==> src/rtl/pipe_hazard_ctrl.sv <==
// Hazard/sequencing controller for the 5-stage pipe: stalls, flushes, EX forwarding, dmem wait FSM.
// Optional HAZ_PERF_CNT_EN adds saturating memStallCnt/lwStallCnt outputs.
module pipe_hazard_ctrl #(
    parameter int unsigned MEM_TIMEOUT = 16,
    parameter int unsigned CNT_W       = 8
) (
    input  logic       clk,
    input  logic       rstn,
    input  logic [4:0] rs1d,
    input  logic [4:0] rs2d,
    input  logic [4:0] rs1e,
    input  logic [4:0] rs2e,
    input  logic [4:0] rde,
    input  logic [1:0] rsltSrce,
    input  logic       pcSrce,
    input  logic [4:0] rdm,
    input  logic       regWrtm,
    input  logic       memReqm,
    input  logic [4:0] rdw,
    input  logic       regWrtw,
    input  logic       dmemRdy,
    output logic       stallf,
    output logic       stalld,
    output logic       stalle,
    output logic       stallm,
    output logic       stallw,
    output logic       flushd,
    output logic       flushe,
    output logic [1:0] fwdAe,
    output logic [1:0] fwdBe,
    output logic       dmemReq,
    output logic       memErr
`ifdef HAZ_PERF_CNT_EN
    ,
    output logic [31:0] memStallCnt,
    output logic [31:0] lwStallCnt
`endif
);

    typedef enum logic {
        MEM_IDLE,
        MEM_WAIT
    } memState_t;

    localparam logic [CNT_W-1:0] TIMEOUT = CNT_W'(MEM_TIMEOUT);

    memState_t        state, stateNext;
    logic [CNT_W-1:0] waitCnt, waitCntNext;
    logic             memErrSet;
    logic             memStall;
    logic             dmemReqRaw;
    logic             lwStall;

    always_ff @(posedge clk or negedge rstn) begin
        if (!rstn) begin
            state   <= MEM_IDLE;
            waitCnt <= '0;
            memErr  <= 1'b0;
        end else begin
            state   <= stateNext;
            waitCnt <= waitCntNext;
            memErr  <= memErr | memErrSet;
        end
    end

    // Timeout releases the pipe exactly as a completed access would.
    always_comb begin
        stateNext   = state;
        waitCntNext = waitCnt;
        memErrSet   = 1'b0;
        memStall    = 1'b0;
        dmemReqRaw  = 1'b0;
        case (state)
            MEM_IDLE: begin
                dmemReqRaw = memReqm;
                if (memReqm && !dmemRdy) begin
                    memStall    = 1'b1;
                    stateNext   = MEM_WAIT;
                    waitCntNext = CNT_W'(1);
                end
            end
            MEM_WAIT: begin
                dmemReqRaw = 1'b1;
                if (dmemRdy) begin
                    stateNext   = MEM_IDLE;
                    waitCntNext = '0;
                end else if (waitCnt == TIMEOUT) begin
                    stateNext   = MEM_IDLE;
                    waitCntNext = '0;
                    memErrSet   = 1'b1;
                end else begin
                    memStall    = 1'b1;
                    waitCntNext = waitCnt + CNT_W'(1);
                end
            end
            default: begin
                stateNext   = MEM_IDLE;
                waitCntNext = '0;
            end
        endcase
    end

    assign lwStall = (rsltSrce == 2'b01) && (rde != 5'd0) && ((rde == rs1d) || (rde == rs2d));

    // A memory stall freezes every stage, so branch/load-use decisions wait for release.
    always_comb begin
        stallf  = 1'b0;
        stalld  = 1'b0;
        stalle  = 1'b0;
        stallm  = 1'b0;
        stallw  = 1'b0;
        flushd  = 1'b1;
        flushe  = 1'b1;
        dmemReq = 1'b0;
        if (rstn) begin
            dmemReq = dmemReqRaw;
            if (memStall) begin
                stallf = 1'b1;
                stalld = 1'b1;
                stalle = 1'b1;
                stallm = 1'b1;
                stallw = 1'b1;
                flushd = 1'b0;
                flushe = 1'b0;
            end else begin
                stallf = lwStall;
                stalld = lwStall;
                flushd = pcSrce;
                flushe = lwStall | pcSrce;
            end
        end
    end

    always_comb begin
        fwdAe = 2'b00;
        if (rstn) begin
            if (regWrtm && (rdm != 5'd0) && (rdm == rs1e)) begin
                fwdAe = 2'b10;
            end else if (regWrtw && (rdw != 5'd0) && (rdw == rs1e)) begin
                fwdAe = 2'b01;
            end
        end
    end

    always_comb begin
        fwdBe = 2'b00;
        if (rstn) begin
            if (regWrtm && (rdm != 5'd0) && (rdm == rs2e)) begin
                fwdBe = 2'b10;
            end else if (regWrtw && (rdw != 5'd0) && (rdw == rs2e)) begin
                fwdBe = 2'b01;
            end
        end
    end

`ifdef HAZ_PERF_CNT_EN
    always_ff @(posedge clk or negedge rstn) begin
        if (!rstn) begin
            memStallCnt <= '0;
            lwStallCnt  <= '0;
        end else begin
            if (memStall && (memStallCnt != '1)) begin
                memStallCnt <= memStallCnt + 32'd1;
            end
            if (lwStall && (lwStallCnt != '1)) begin
                lwStallCnt <= lwStallCnt + 32'd1;
            end
        end
    end
`endif

endmodule

==> config.mk <==
export PLATFORM = sky130hd
export DESIGN_NAME = pipe_hazard_ctrl
export DESIGN_NICKNAME = d
export VERILOG_FILES = /design/src/rtl/pipe_hazard_ctrl.sv
export SDC_FILE = /design/constraint.sdc
export NUM_CORES = 1
export LEC_CHECK = 0
export BUFFER_PORTS_ARGS = -buffer_cell sky130_fd_sc_hd__buf_2
export CAP_MARGIN = 20
export CORE_MARGIN = 2
export CORE_UTILIZATION = 40
export DETAILED_ROUTE_END_ITERATION = 10
export PLACE_DENSITY = 0.73
export SLEW_MARGIN = 5
export SYNTH_ARGS = -nofsm -noshare
export SYNTH_HDL_FRONTEND = slang
export SYNTH_SLANG_ARGS = --single-unit
==> constraint.sdc <==
create_clock -name clk -period 2.45 [get_ports clk]
set_clock_uncertainty 0.1 [all_clocks]
set_input_delay 0.3675 -clock clk [delete_from_list [all_inputs] [get_ports clk]]
set_output_delay 0.3675 -clock clk [all_outputs]
set_load 0.05 [all_outputs]
==> results.ini <==
[synthesis]
ys_types=39
synth_cells=120
ys.flop_type=dfrtp_1
yosysTopAreaCellShare_pct=23.7
synth_seq_area_share_pct=23.7
ys_top_cells_by_area=dfrtp_1 24%, xor2_1 21%, xnor2_1 5.8%, or4_1 3.6%, a22o_2 2.8%
ys_top_cells_by_count=25 x xor2_1, 10 x dfrtp_1, 7 x xnor2_1, 6 x inv_1, 6 x nand2_1
async_reset_ff_share_pct=100
synth_nets=166
yosysTopAreaCell=dfrtp_1
synth-edff-count=0
yosys_warnings=0
postSynthAreaPerCell_um2=8.81
yosys_register_bits=10
synth.cell_area_um2=1060
synth_most_common_cell=xor2_1

[die]
die_h_um=55.4
die_w_um=55.4
core_area_um2=2500
rows=18
die_area_um2=3070
io_pins=57
start_util_pct=42.3

[worst_setup_path]
endpoint_kind=output pin
crit_path_start_kind=flip-flop
rrSetupSlack_ps=610
cpPeakStageDelay_ps=410
worstPathCellList=inv_2, ha_4, nor4b_4, a311oi_4, or2_1, o21bai_2, buf_6
r2r_start=waitCnt[0]$_DFFE_PN0P_
cp_max_fo=5
endpoint=flushe
r2r_cells=7
r2r_end=waitCnt[5]$_DFFE_PN0P_
required_ps=1980
cp.arrival_ps=1930
crit_type=flip-flop to output pin
cp_slowest_cell=dfrtp_1
crit_start=waitCnt[0]$_DFFE_PN0P_

[global_route]
grt-ovfl-total=0
antenna_found_initial=0
grt_pass1_vias=1057
grt_first_pass_wirelength_um=4390
grt_max_degree=10
grtUsageTotal_pct=17.4

[power]
switching_share_pct=37.5
power_switching_mw=0.203
internal-power_mw=0.338
power_density_nw_per_um2=354
comb_power_share_pct=45.1
leakagePower_nw=0.728
ir_drop_mv=0.321
seqPwrFrac_pct=33.6
clkPwrFrac_pct=21.3

[placed_design]
gp_congestion=0.910
hpwl_um=2220
place.port_buffers=56
dpl-instance-area_um2=1440

[run_status]
status=finished clean

[timing]
tightest_slew_ps=602
max_freq_ghz=0.418
fin_crit_sh_pct=97.7
final_max_slew_viol_count=0
tns_ps=0
finalSetupViolCount=0
hold_viol=0
fin_crit_ps=2390
slew_headroom_pct=59.5
rsz0062_at_grt=true

[clock_tree]
cts_max_level=1
cts_buffer_depth=2
cts_buffers=3
clk_pin_slew_ps=60
cts_tree=yes
root_buffer=clkbuf_4
insertion_delay_ps=270
clkSinkCount=10

[drt]
drc=0
first_pass_iters=4
vias=1094
avgRoutedWirePerCell_um=12.6
drt_first_iter_violations=24
wl_um=2690
via_per_inst=5.11
ant_nets=0

[layout]
nNetsFinal=232
final_layout_size_suffix_gt1_share_pct=44.0
diodes=0
syn2layout_area_growth_pct=44.5
fin_area_um2=1530

[worst_hold_path]
hp-class=input pin to flip-flop

[job]
cap_violations=0

[area by class of cell]
| class | count | area, um^2 |
|---|---|---|
| repair buffers | 65 | 372 |
| well taps | 30 | 37.5 |
| clock buffers | 3 | 22.5 |
| inverters | 6 | 22.5 |
| multi-input cells | 100 | 823 |
| flip-flops and latches | 10 | 250 |
| fillers | 216 | 972 |
[per-layer routing]
layer | part of all wire, % | vias to the layer above | global-route usage (%)
met2 | 50 | 37 | 30.3
met1 | 43 | 498 | 21.7
met4 | 1.1 | 0 | 5.23
met5 | 0 | - | 0
met3 | 5.6 | 3 | 3.04
li1 | - | 556 | -
[worst min path at each step]
stage	start	to	slack, ps	cells past startpoint
floorplan	rstn	memErr$_DFF_PN0_	-30	0
global placement	rstn	waitCnt[4]$_DFFE_PN0P_	230	2
detailed placement	rstn	waitCnt[4]$_DFFE_PN0P_	230	2
CTS	dmemRdy	waitCnt[0]$_DFFE_PN0P_	220	2
global route	dmemRdy	waitCnt[0]$_DFFE_PN0P_	230	2
finish	dmemRdy	waitCnt[0]$_DFFE_PN0P_	220	2
[critical path, delay by kind of cell, from the launching register on]
family	cells	cell delay, ps
AO/OA/AOI/OAI	2	290
adder cells (fa/ha/maj)	1	130
buffers and inverters	2	280
flip-flops	1	410
AND/OR/NAND/NOR	2	540
[through the flow]
step | hold WS [ps] | power (mW) | util, % | setup WS, ps | std cells
final | 216 | 0.541 | 61.1 | 56.6 | 214
after global routing | 226 | 0.575 | 61.1 | -56.2 | 214
after CTS | 218 | 0.530 | 59.6 | 7.72 | 212
after detailed placement | 230 | 0.410 | 57.7 | 151 | 207
after global placement | 226 | 0.405 | 57.7 | 165 | 207
after floorplan | -28.1 | 0.325 | - | -84.3 | 120
[sequential cells by signal, indices dropped and copies added, names as in the netlist]
register,cells
waitCnt,8
memErr,1
state,1
[kinds of logic after synthesis]
group                      Yosys count  share of synthesized area [%]
adders and majority gates            2                           2.37
buffers and inverters               10                           4.73
DFF                                 10                           23.7
and+or+nand+nor                     38                           23.1
AOI/OAI and AO/OA                   27                           18.7
xor gates and xnor gates            32                           26.5
muxes                                1                          0.947
[cell usage in the layout, fill, tap and decap left out, drive strengths merged, types with 4 or more instances in the layout]
cell type,instances
a22o,4
nor4,4
or4,5
xor2,25
buf,63
nor2,5
o21ai,6
nand2,6
a21oi,4
nand3,5
dfrtp,10
xnor2,7
inv,6
[power by group through the flow]
stage / Clock, mW / Combinational (mW) / Sequential, mW
final: 0.115 / 0.244 / 0.182
after detailed placement: 0 / 0.224 / 0.186
after global placement: 0 / 0.220 / 0.185
after floorplan: 0 / 0.144 / 0.182
after CTS: 0.117 / 0.230 / 0.183
after global routing: 0.126 / 0.266 / 0.183
[timing repair]
| action | 4_1_cts | 5_1_grt |
|---|---|---|
| pin swaps | 1 | 3 |
| resized for setup | 2 | 7 |
| hold buffers | 2 | 0 |
| hold endpoints to repair | 10 | 0 |
| setup endpoints to repair | 1 | 3 |
| setup buffers | 0 | 2 |
No activity file was read; power rests on OpenSTA's default activity.
